`src/rtl/ret_addr_stack_pkg.sv`:
```
// Shared defaults and the per-cycle stack operation decode for the return-address stack.
// KRV_RAS_DEPTH (if defined) overrides the default stack depth.
`ifndef KRV_RAS_DEPTH
`define KRV_RAS_DEPTH 8
`endif
package ret_addr_stack_pkg;

    localparam int RAS_ADDR_WIDTH = 32;
    localparam int RAS_DEPTH = `KRV_RAS_DEPTH;

    typedef enum logic [1:0] {
        OP_NONE,
        OP_PUSH,
        OP_POP,
        OP_REPLACE
    } ras_op_e;

    // A push and a pop together only replace the top when there is a top to replace.
    function automatic ras_op_e decodeOp(input logic push, input logic pop, input logic empty);
        ras_op_e op;
        op = OP_NONE;
        if (push && pop && !empty) begin
            op = OP_REPLACE;
        end else if (push) begin
            op = OP_PUSH;
        end else if (pop) begin
            op = OP_POP;
        end
        return op;
    endfunction

endpackage

```
`src/rtl/ras_storage.sv`:
```
// Return-address entry array: one synchronous write port, one asynchronous read port.
// Entries are deliberately not reset.
module ras_storage #(
    parameter int ADDR_WIDTH = 32,
    parameter int DEPTH = 8,
    localparam int PTR_W = $clog2(DEPTH)
) (
    input  logic                  clk_i,
    input  logic                  we_i,
    input  logic [PTR_W-1:0]      waddr_i,
    input  logic [ADDR_WIDTH-1:0] wdata_i,
    input  logic [PTR_W-1:0]      raddr_i,
    output logic [ADDR_WIDTH-1:0] rdata_o
);

    logic [ADDR_WIDTH-1:0] mem_q [DEPTH];

    always_ff @(posedge clk_i) begin
        if (we_i) begin
            mem_q[waddr_i] <= wdata_i;
        end
    end

    assign rdata_o = mem_q[raddr_i];

endmodule

```
`src/rtl/ret_addr_stack.sv`:
```
// Checkpointable return-address stack: pointer, count, one-level snapshot and control.
// Defining KRV_RAS_OVERFLOW_WRAP_EN makes a push while full overwrite the oldest entry.
module ret_addr_stack
    import ret_addr_stack_pkg::*;
#(
    parameter int ADDR_WIDTH = RAS_ADDR_WIDTH,
    parameter int DEPTH = RAS_DEPTH,
    localparam int PTR_W = $clog2(DEPTH)
) (
    input  logic                  cpu_clk,
    input  logic                  cpu_rst,
    input  logic                  push_en,
    input  logic [ADDR_WIDTH-1:0] push_addr,
    input  logic                  pop_en,
    input  logic                  flush,
    input  logic                  ckpt_save,
    input  logic                  ckpt_restore,
    output logic [ADDR_WIDTH-1:0] top_addr,
    output logic                  stack_empty,
    output logic                  stack_full,
    output logic [PTR_W:0]        count,
    output logic                  ckpt_valid,
    output logic                  overflow,
    output logic                  underflow
);

    localparam logic [PTR_W:0]   FULL_CNT = (PTR_W+1)'(DEPTH);
    localparam logic [PTR_W:0]   CNT_ONE  = (PTR_W+1)'(1);
    localparam logic [PTR_W-1:0] PTR_ONE  = PTR_W'(1);

    logic [PTR_W-1:0]      tos_q, tos_d;
    logic [PTR_W:0]        cnt_q, cnt_d;
    logic                  ckpt_valid_q, ckpt_valid_d;
    logic [PTR_W-1:0]      ckpt_tos_q, ckpt_tos_d;
    logic [PTR_W:0]        ckpt_cnt_q, ckpt_cnt_d;
    logic [ADDR_WIDTH-1:0] ckpt_top_q, ckpt_top_d;
    logic                  ovf_q, ovf_d;
    logic                  unf_q, unf_d;

    logic                  wrEn;
    logic [PTR_W-1:0]      wrAddr;
    logic [ADDR_WIDTH-1:0] wrData;
    logic [ADDR_WIDTH-1:0] rdData;
    logic                  isEmpty;
    logic                  isFull;
    ras_op_e               op;

    ras_storage #(
        .ADDR_WIDTH(ADDR_WIDTH),
        .DEPTH     (DEPTH)
    ) u_storage (
        .clk_i  (cpu_clk),
        .we_i   (wrEn),
        .waddr_i(wrAddr),
        .wdata_i(wrData),
        .raddr_i(tos_q),
        .rdata_o(rdData)
    );

    assign isEmpty = (cnt_q == '0);
    assign isFull  = (cnt_q == FULL_CNT);
    assign op      = decodeOp(push_en, pop_en, isEmpty);

    assign top_addr    = isEmpty ? '0 : rdData;
    assign stack_empty = isEmpty;
    assign stack_full  = isFull;
    assign count       = cnt_q;
    assign ckpt_valid  = ckpt_valid_q;
    assign overflow    = ovf_q;
    assign underflow   = unf_q;

    // Priority: flush, then a live restore, then save alongside the push/pop.
    always_comb begin
        tos_d        = tos_q;
        cnt_d        = cnt_q;
        ckpt_valid_d = ckpt_valid_q;
        ckpt_tos_d   = ckpt_tos_q;
        ckpt_cnt_d   = ckpt_cnt_q;
        ckpt_top_d   = ckpt_top_q;
        ovf_d        = 1'b0;
        unf_d        = 1'b0;
        wrEn         = 1'b0;
        wrAddr       = tos_q;
        wrData       = push_addr;

        if (flush) begin
            tos_d        = '0;
            cnt_d        = '0;
            ckpt_valid_d = 1'b0;
        end else if (ckpt_restore && ckpt_valid_q) begin
            // Snapshot registers already hold the restored values, so a
            // simultaneous save only needs to keep the snapshot valid.
            tos_d        = ckpt_tos_q;
            cnt_d        = ckpt_cnt_q;
            wrEn         = 1'b1;
            wrAddr       = ckpt_tos_q;
            wrData       = ckpt_top_q;
            ckpt_valid_d = ckpt_save;
        end else begin
            if (ckpt_save) begin
                ckpt_tos_d   = tos_q;
                ckpt_cnt_d   = cnt_q;
                ckpt_top_d   = top_addr;
                ckpt_valid_d = 1'b1;
            end

            unique case (op)
                OP_PUSH: begin
                    if (!isFull) begin
                        tos_d  = tos_q + PTR_ONE;
                        cnt_d  = cnt_q + CNT_ONE;
                        wrEn   = 1'b1;
                        wrAddr = tos_q + PTR_ONE;
                    end else begin
                        ovf_d = 1'b1;
`ifdef KRV_RAS_OVERFLOW_WRAP_EN
                        tos_d  = tos_q + PTR_ONE;
                        wrEn   = 1'b1;
                        wrAddr = tos_q + PTR_ONE;
`endif
                    end
                end
                OP_POP: begin
                    if (!isEmpty) begin
                        tos_d = tos_q - PTR_ONE;
                        cnt_d = cnt_q - CNT_ONE;
                    end else begin
                        unf_d = 1'b1;
                    end
                end
                OP_REPLACE: begin
                    wrEn   = 1'b1;
                    wrAddr = tos_q;
                end
                default: begin
                end
            endcase
        end
    end

    always_ff @(posedge cpu_clk) begin
        if (cpu_rst) begin
            tos_q        <= '0;
            cnt_q        <= '0;
            ckpt_valid_q <= 1'b0;
            ckpt_tos_q   <= '0;
            ckpt_cnt_q   <= '0;
            ckpt_top_q   <= '0;
            ovf_q        <= 1'b0;
            unf_q        <= 1'b0;
        end else begin
            tos_q        <= tos_d;
            cnt_q        <= cnt_d;
            ckpt_valid_q <= ckpt_valid_d;
            ckpt_tos_q   <= ckpt_tos_d;
            ckpt_cnt_q   <= ckpt_cnt_d;
            ckpt_top_q   <= ckpt_top_d;
            ovf_q        <= ovf_d;
            unf_q        <= unf_d;
        end
    end

endmodule
```
`config.mk`:
```
export PLATFORM = sky130hd
export DESIGN_NAME = ret_addr_stack
export DESIGN_NICKNAME = d
export VERILOG_FILES = /design/src/rtl/ret_addr_stack_pkg.sv /design/src/rtl/ras_storage.sv /design/src/rtl/ret_addr_stack.sv
export SDC_FILE = /design/constraint.sdc
export NUM_CORES = 1
export LEC_CHECK = 0
export ABC_AREA = 1
export CORE_MARGIN = 4
export CORE_UTILIZATION = 50
export CTS_CLUSTER_SIZE = 14
export DETAILED_ROUTE_END_ITERATION = 10
export GPL_ROUTABILITY_DRIVEN = 0
export PLACE_DENSITY = 0.69
export SYNTH_ARGS = -nofsm -noshare
export SYNTH_HDL_FRONTEND = slang
export SYNTH_SLANG_ARGS = --single-unit
```
`constraint.sdc`:
```
create_clock -name cpu_clk -period 5.3 [get_ports cpu_clk]
set_input_delay 1.06 -clock cpu_clk [delete_from_list [all_inputs] [get_ports cpu_clk]]
set_output_delay 1.06 -clock cpu_clk [all_outputs]
set_load 0.01 [all_outputs]
```
==> impl_metrics.tcl <==
set metrics [dict create \
    status "completed" \
    swShare 0.2436 \
    die_h_um 168.1 \
    floorplan.rows 58 \
    grt_pass1_vias 8316 \
    io_buffers 79 \
    critPathLaunchType "register" \
    wl_per_cell_um 17.91 \
    power.leakage_nw 5.289 \
    drt_first_pass_iters 5 \
    clockBufferDepth 3 \
    coreArea_um2 25180 \
    syn_nets 1174 \
    stdcell_count 1543 \
    grt_pass1_wl_um 44300 \
    rsz0062_at_grt "false" \
    reg2reg_slack_ns 2.14 \
    p_per_area_nw_per_um2 358.4 \
    finalSetupViolCount 0 \
    synth-seq-cells 308 \
    hp-start "ckpt_valid$_SDFFE_PP0P_" \
    root_buffer "clkbuf_16" \
    timing.final.crit_period_ns 4.443 \
    worstPathArrival_ns 3.38 \
    power_switching_mw 1.290 \
    area_growth_pct 15.29 \
    nets 1235 \
    cts_tree "done" \
    cp_common_cell "o211ai_1" \
    crit_path_top_delay_cell "buf_4" \
    min-delay-path-class "reg2reg" \
    drive_above_1_share 0.09563 \
    io_pins 80 \
    period_share 0.8384 \
    worst_pin_slew_ns 1.104 \
    maxCapViolCount 0 \
    seqPwrFrac 0.520 \
    dieArea_um2 28270 \
    hold_depth 2 \
    hold_violations 0 \
    postCtsHoldBufs 0 \
    worstReg2RegStart "count[2]$_SDFFE_PP0P_" \
    antenna_found_initial 0 \
    clkTransAtPathRegs_ns 0.07 \
    path_delay_family "buffers and inverters" \
    crit_type "reg2out" \
    hold_ws_ns 0.4931 \
    intPower_mw 4.007 \
    h-tree-depth 1 \
    dieWidth_um 168.1 \
    gr-total-overflow 0 \
    dp_hpwl_um 15980 \
    p_comb_frac 0.118 \
    max_freq_ghz 0.2251 \
    synth_warnings 0 \
    fin_tns_setup_ns 0 \
    crit_required_ns 4.24 \
    synthFlopType "edfxtp_1" \
    fill_cells 1988 \
    worstPathCellList "buf_4 > o21ai_0 > o211ai_1 > o211ai_1 > inv_1 > clkdlybuf4s50_1" \
    drc 0 \
    final_antenna_net_count 0 \
    synth_commonest_cells "nor2_1, edfxtp_1, o21ai_0" \
    critPathMaxFanout 87 \
    critPathBufInv 3 \
    grt_max_degree 88 \
    synth.area.top_cells "edfxtp_1, dfxtp_1, nor2_1" \
    dpl.cell_count 1489 \
    post-cts-setup-buffers 0 \
    slew_violations 0 \
    yosysSeqAreaShare 0.6809 \
    min_to "ckpt_valid$_SDFFE_PP0P_" \
    rr_endpoint "u_storage.mem_q[1][5]$_DFFE_PP_" \
    n_antenna_cell 0 \
    cts-buffers-inserted 30 \
    via_per_inst 5.461 \
    async_flop_share 0 \
    vias 8426 \
    clock_latency_ns 0.55 \
    cts_sinks 308 \
    endpoint_kind "primary output" \
    yosysTopAreaCell "edfxtp_1" \
    yosysMostFrequentCell "nor2_1" \
    cts_resized 0 \
    drt-initial-drc-count 729 \
    netlist_area_um2 12820 \
    synth_area_per_cell_um2 11.34 \
    yosysTopAreaCellShare 0.5996 \
    synth-edff-count 256 \
    drt_wl_total_um 27630 \
    start_util 0.5091 \
    clockPowerShare 0.362 \
    syn_inst 1130 \
    peakVddDrop_v 0.0002043 \
    grtUsageTotal 0.1932 \
    synth_cell_types 34 \
    clock_skew_ns 0.01943 \
    r2r.worst_path.cells 9 \
    max_stage_delay_ns 0.82 \
    relSlewSlack 0.2619 \
]
==> through the flow <==
stage	power [mW]	instance area (µm²)	utilization	worst slack [ns]
2_1_floorplan	3.176	12820	-	1.751
3_3_place_gp	3.422	13910	0.5525	1.296
3_5_place_dp	3.435	13910	0.5525	1.290
4_1_cts	5.329	14780	0.5870	0.8370
5_1_grt	5.506	14780	0.5870	0.6427
6_report	5.297	14780	0.5870	0.8566
==> metal layers <==
| layer | share of wire | wire (µm) | track usage |
|---|---|---|---|
| met5 | 0 | 0 | 0 |
| met2 | 0.49 | 13520 | 0.3260 |
| met4 | 0.021 | 571 | 0.04975 |
| met3 | 0.053 | 1476 | 0.02418 |
| met1 | 0.44 | 12070 | 0.2687 |
==> sequential cells by signal, summed over array words and instances (netlist names), named ones only <==
register / flops
ckpt_valid: 1
underflow: 1
count: 4
ckpt_top_q: 32
ckpt_tos_q: 3
tos_q: 3
ckpt_cnt_q: 4
u_storage.mem_q: 256
overflow: 1
==> tightest hold or removal path, delay by kind of cell (launching register included) <==
kind | cells | cell delay [ns]
simple gates | 1 | 0.07
compound gates | 1 | 0.05
flops | 1 | 0.33
==> cell families (layout without fill, tap and decap cells) <==
kind of cell	after synthesis	after routing	share of synthesized area
XOR/XNOR	1	1	0.0006833
buffers and inverters	132	215	0.04607
flip-flops	308	308	0.6809
adder cells (fa/ha/maj)	5	5	0.005466
AND/OR/NAND/NOR	359	359	0.1105
multiplexers	32	32	0.02811
AO/OA/AOI/OAI	293	293	0.1283
==> layout make-up <==
cell class | instances | area (µm²) | share of cell area
flip-flops and latches | 308 | 8735 | 0.5910
multi-input cells | 690 | 3561 | 0.2409
repair buffers | 97 | 963.4 | 0.06518
clock buffers | 39 | 805.8 | 0.05452
well taps | 330 | 412.9 | 0.02794
inverters | 64 | 240.2 | 0.01625
clock inverters | 15 | 62.56 | 0.004233
==> how the worst max path moves through the flow <==
stage,end,slack [ns],depth (start not counted)
finish,top_addr[16],0.86,6
global route,top_addr[16],0.64,6
CTS,top_addr[16],0.84,6
detailed placement,u_storage.mem_q[1][30]$_DFFE_PP_,1.29,8
global placement,u_storage.mem_q[1][30]$_DFFE_PP_,1.30,8
floorplan,u_storage.mem_q[3][0]$_DFFE_PP_,1.75,5
==> power by group through the flow <==
stage	clock, mW	combinational [mW]	sequential (mW)
6_report	1.92	0.628	2.75
5_1_grt	2.05	0.700	2.76
4_1_cts	1.94	0.634	2.75
3_5_place_dp	0	0.631	2.80
3_3_place_gp	0	0.621	2.80
2_1_floorplan	0	0.400	2.78
==> cells in the final DEF (no fill, tap or decap), types with 2 or more instances in the layout <==
master,netlist,final
ha_1,4,4
nor2_4,2,10
clkbuf_1,24,8
mux2_2,32,32
inv_1,58,58
o21ai_1,17,17
nand3_1,12,12
o21ai_0,162,162
inv_2,6,6
edfxtp_1,256,256
clkbuf_16,0,31
nand2_2,6,6
clkinv_1,0,10
dfxtp_2,0,2
buf_4,6,15
nor2_2,2,2
clkdlybuf4s50_1,0,79
nor2_1,257,249
a21oi_1,41,41
nand2_1,76,76
buf_12,0,3
a31oi_1,3,3
o211ai_1,66,66
clkinv_2,0,5
dfxtp_1,52,49
No activity file was read; power rests on OpenSTA's default activity.
